## config.mk

```make
export PLATFORM = sky130hd
export DESIGN_NAME = uart_rx
export DESIGN_NICKNAME = d
export VERILOG_FILES = /design/src/rtl/uart_rx.sv
export SDC_FILE = /design/constraint.sdc
export NUM_CORES = 1
export LEC_CHECK = 0
export BUFFER_PORTS_ARGS = -buffer_cell sky130_fd_sc_hd__buf_4
export CORE_AREA = 5 5 73 75
export DETAILED_ROUTE_END_ITERATION = 12
export DIE_AREA = 0 0 78 80
export PLACE_DENSITY = 0.65
export SLEW_MARGIN = 20
export SYNTH_ARGS = -nofsm -noshare
export SYNTH_HDL_FRONTEND = slang
export SYNTH_SLANG_ARGS = --single-unit
```

## constraint.sdc

```tcl
create_clock -name clk -period 4.95 [get_ports clk]
set_clock_uncertainty 0.05 [all_clocks]
set_input_delay 0.99 -clock clk [delete_from_list [all_inputs] [get_ports clk]]
set_output_delay 0.99 -clock clk [all_outputs]
set_load 0.03 [all_outputs]
```

## src/rtl/uart_rx.sv

```systemverilog
// 8N1 UART receiver: 2-flop input synchroniser, start-bit validation at mid-bit,
// LSB-first centre sampling, stop-bit check with break hold-off.
module uart_rx #(
  parameter int CLK_FREQ  = 25_000_000,
  parameter int BAUD_RATE = 9600
) (
  input  logic       clk,
  input  logic       rst,
  input  logic       rx,
  output logic [7:0] rx_data,
  output logic       rx_valid,
  output logic       rx_busy,
  output logic       frame_err
);

  localparam int          CLKS_PER_BIT = CLK_FREQ / BAUD_RATE;
  localparam int          HALF_BIT     = CLKS_PER_BIT / 2;
  localparam logic [15:0] BIT_LAST     = 16'(CLKS_PER_BIT - 1);
  localparam logic [15:0] HALF_LAST    = 16'(HALF_BIT - 1);

  typedef enum logic [2:0] {
    IDLE,
    START,
    DATA,
    STOP,
    BREAK
  } state_t;

  state_t      state_q;
  logic        sync1_q;
  logic        sync2_q;
  logic [15:0] clk_count_q;
  logic [2:0]  bit_index_q;
  logic [7:0]  shift_q;
  logic [7:0]  rx_data_q;
  logic        rx_valid_q;
  logic        rx_busy_q;
  logic        frame_err_q;

  logic rx_s;
  assign rx_s = sync2_q;

  always_ff @(posedge clk) begin
    if (rst) begin
      state_q     <= IDLE;
      sync1_q     <= 1'b1;
      sync2_q     <= 1'b1;
      clk_count_q <= '0;
      bit_index_q <= '0;
      shift_q     <= '0;
      rx_data_q   <= '0;
      rx_valid_q  <= 1'b0;
      rx_busy_q   <= 1'b0;
      frame_err_q <= 1'b0;
    end else begin
      sync1_q     <= rx;
      sync2_q     <= sync1_q;
      rx_valid_q  <= 1'b0;
      frame_err_q <= 1'b0;

      // rx_busy_q is updated alongside every state transition so it tracks state_q exactly
      unique case (state_q)
        IDLE: begin
          rx_busy_q <= 1'b0;
          if (!rx_s) begin
            clk_count_q <= '0;
            state_q     <= START;
            rx_busy_q   <= 1'b1;
          end
        end

        START: begin
          if (clk_count_q == HALF_LAST) begin
            if (!rx_s) begin
              clk_count_q <= '0;
              bit_index_q <= '0;
              state_q     <= DATA;
            end else begin
              state_q   <= IDLE;
              rx_busy_q <= 1'b0;
            end
          end else begin
            clk_count_q <= clk_count_q + 16'd1;
          end
        end

        DATA: begin
          if (clk_count_q == BIT_LAST) begin
            clk_count_q          <= '0;
            shift_q[bit_index_q] <= rx_s;
            if (bit_index_q == 3'd7) begin
              state_q <= STOP;
            end else begin
              bit_index_q <= bit_index_q + 3'd1;
            end
          end else begin
            clk_count_q <= clk_count_q + 16'd1;
          end
        end

        STOP: begin
          if (clk_count_q == BIT_LAST) begin
            clk_count_q <= '0;
            if (rx_s) begin
              rx_data_q  <= shift_q;
              rx_valid_q <= 1'b1;
              state_q    <= IDLE;
              rx_busy_q  <= 1'b0;
            end else begin
              frame_err_q <= 1'b1;
              state_q     <= BREAK;
            end
          end else begin
            clk_count_q <= clk_count_q + 16'd1;
          end
        end

        BREAK: begin
          // A held-low line must return high before another start bit is honoured
          if (rx_s) begin
            state_q   <= IDLE;
            rx_busy_q <= 1'b0;
          end
        end

        default: begin
          state_q   <= IDLE;
          rx_busy_q <= 1'b0;
        end
      endcase
    end
  end

  assign rx_data   = rx_data_q;
  assign rx_valid  = rx_valid_q;
  assign rx_busy   = rx_busy_q;
  assign frame_err = frame_err_q;

endmodule

```

==> results by group <==
Outcome
  • Run status: finished, final reports clean

Layout
  • N_diodes: 0
  • Area growth syn-to-layout: 10.7%
  • Most frequent cells in the layout: dfxtp_1, nand2_1, nor2_1
  • Footprint of the multi-input gates: roughly 1200 um2
  • Commonest non-fill, non-tap cell in the layout: dfxtp_1
  • Sequential cell area: about 860 um2
  • Layout Utilization: 52.7%
  • Nets: ~260
  • Layout cell share with drive strength beyond 1: 14.4%
  • Fillers: 444
  • Final Cell Area: approximately 2400 um2

Synthesis
  • Synthesized area: 2190 um2
  • Netlist cell types: 54
  • Synth Instances: 251
  • Syn nets: ~260
  • Asr flop ratio synth: 0%
  • Post-synthesis xor/xnor area fraction: less than 1%
  • Main synth FF type: dfxtp_1
  • Sequential share of the synthesized area: a little under 40%
  • Post-Syn Area per Cell: around 8.7 um2
  • Simple-gate share of the synthesized area: 26.5%
  • Post-synthesis mux area share: about 7.3%
  • Post-synthesis sequential element count: between 40 and 50
  • Main combinational cell family by area after synthesis: simple AND/OR/NAND/NOR gates
  • Post-synthesis compound-gate area fraction: a little under a fifth
  • Number of synthesized flops with an enable pin: 0
  • Synth Area in Adders: 2.75%
  • Yosys Warn Count: 0

STA
  • Final critical-path required period: 2.69 ns
  • Final Hold Vio Count: 0
  • Final critical-path share of the clock period: between 50% and 60%
  • FMAX: 371 MHz
  • Setup TNS: 0 ns
  • RSZ-0062 raised after global routing: false
  • Headroom to the max-slew limit: between 40% and 50%
  • Count of final setup violators: 0
  • Slew @ Worst Pin: 0.810 ns
  • Setup WS post-layout: between 2 and 2.5 ns
  • Slew Limit Fails: 0

Placed design
  • Placer Congestion: 0.805
  • DP Area: 2310 um2
  • Post-detail-place hpwl: 3070 um
  • Port buffer count: 13
  • Setup WS pre-CTS: 2.27 ns

GRT
  • Total Routing Usage GR: between 10% and 20%
  • Vias in the first global route: 1,734
  • Grt ovf: 0
  • Initial antenna violation count: 0
  • First-pass GRT wire length: 8140 um
  • Largest net degree at the start of global routing: 26

Clock tree
  • Worst-Skew Late Latency: 0.29 ns
  • TritonCTS clock tree: built
  • Hold-fix buffers at CTS: 0
  • Inserted Clock Buffers: 5
  • CTS Sinks: 43
  • Clk slew on worst S/H paths: 0.08 ns
  • Post-CTS sizing: 0
  • Root Buffer Master: clkbuf_8
  • Longest Clk Path Bufs: 2
  • Post-CTS Setup Inserts: 0
  • H-tree Lvls: 2

Floorplan
  • Core Area: 4600 um2
  • Initial Util: 47.6%
  • Die width: roughly 80 um
  • Top-Level Pins: 14
  • Die area: 6240 um2
  • Die Ht: 80 um
  • Std cell rows: 25

Route
  • Met3 wire length: 196 um
  • Routed via count: 1,869
  • Number of vias per cell: 6.01
  • DR top layer: met4
  • Drc violations: 0
  • Detail Route Antenna Nets: 0
  • WL met1: roughly 2400 um
  • Post-Route WL: 4640 um
  • WL/cell: 14.9 um
  • DR pass1 iterations: 4
  • WL met2: 2020 um
  • Initial drt markers: about 130

Setup path
  • Worst EP required: 5.13 ns
  • CP Capture Type: register
  • CP Max Fanout: 11
  • Startpoint Class: register
  • Critical path data arrival time: roughly 2.9 ns
  • Reg-to-Reg Start: clk_count_q[1]$_SDFFE_PP0P_
  • Worst R2R Path Depth: 7
  • Setup crit start: clk_count_q[1]$_SDFFE_PP0P_
  • Crit Path Category: reg2reg

Pwr
  • Pwr per Cell Area: approximately 270 nW/um2
  • Worst vdd ir: roughly 0.13 mV
  • Leak pwr: around 0.89 nW

Run
  • Max_cap viols: 0

Min path
  • HP Start: sync1_q$_SDFF_PP1_
  • Hold depth: 1
  • Worst min-delay path class: reg2reg
layout make-up:
type,count,area share (%)
inverters,6,0.930
multi-input cells,185,51.4
clock inverters,3,1.81
clock buffers,5,2.84
well taps,54,2.79
repair buffers,15,4.65
flip-flops and latches,43,35.6
synthesized netlist by cell type (3+ instances only):
master,count,area share [%]
nand3_1,9,2.1
nor2_1,21,3.6
o21ai_0,6,1.4
ha_1,4,2.3
inv_1,6,1.0
o41ai_1,3,1.2
nand2_1,28,4.8
dfxtp_1,43,39
mux2i_1,16,7.3
or2_2,4,1.1
a31oi_1,9,2.6
clkbuf_1,15,2.6
nand4_1,6,1.7
o311ai_1,3,1.2
or3_1,3,0.86
a21oi_1,9,2.1
nor3_1,4,0.92
nor4_1,6,1.7
nor2b_1,3,0.86
a22o_1,4,1.6
kinds of logic (layout without fill, tap and decap cells):
family                     after synthesis  in the layout
xor gates and xnor gates                 2              2
AOI/OAI and AO/OA                       56             56
and+or+nand+nor                        106            106
adders and majority gates                5              5
DFF                                     43             43
muxes                                   16             16
buffers and inverters                   23             29
worst paths after layout:
path | slack [ns] | to
worst max-delay path | 2.26 | bit_index_q[2]$_SDFFE_PP0P_
worst min-delay path | 0.36 | rx_s$_SDFF_PP1_
worst max register to register | 2.26 | bit_index_q[2]$_SDFFE_PP0P_
worst min register to register | 0.36 | rx_s$_SDFF_PP1_
metal layers:
| metal | up-vias | GRT usage, % |
|---|---|---|
| met5 | - | 0 |
| met4 | 0 | 4.90 |
| met2 | 34 | 24.4 |
| met1 | 877 | 22.1 |
| met3 | 6 | 2.93 |
| li1 | 952 | - |
sequential cells by signal, summed over array words and instances, names as in the netlist:
signal / cells
bit_index_q: 3
clk_count_q: 16
frame_err: 1
rx_busy: 1
rx_data: 8
rx_s: 1
rx_valid: 1
shift_q: 8
state_q: 3
sync1_q: 1
power by group:
group	total (mW)	internal [mW]	leakage [nW]	switching, mW
combinational	0.0304	0.0109	0.489	0.0195
clock	0.272	0.150	0.0581	0.121
sequential	0.352	0.348	0.347	0.00461
critical path: stages, from the launching register on:
cell	delay [ns]
dfxtp_1	0.42
ha_1	0.27
or4bb_1	0.50
nor4_1	0.23
buf_4	0.23
or4b_1	0.51
a21oi_4	0.23
mux2i_1	0.19
through the flow:
step / cells / total power [mW] / hold WS [ns]
global route: 311 / 0.681 / 0.383
detailed placement: 303 / 0.391 / 0.344
CTS: 311 / 0.662 / 0.365
global placement: 303 / 0.391 / 0.342
floorplan: 251 / 0.382 / 0.339
finish: 311 / 0.654 / 0.363
(Power assumes the default switching activity.)
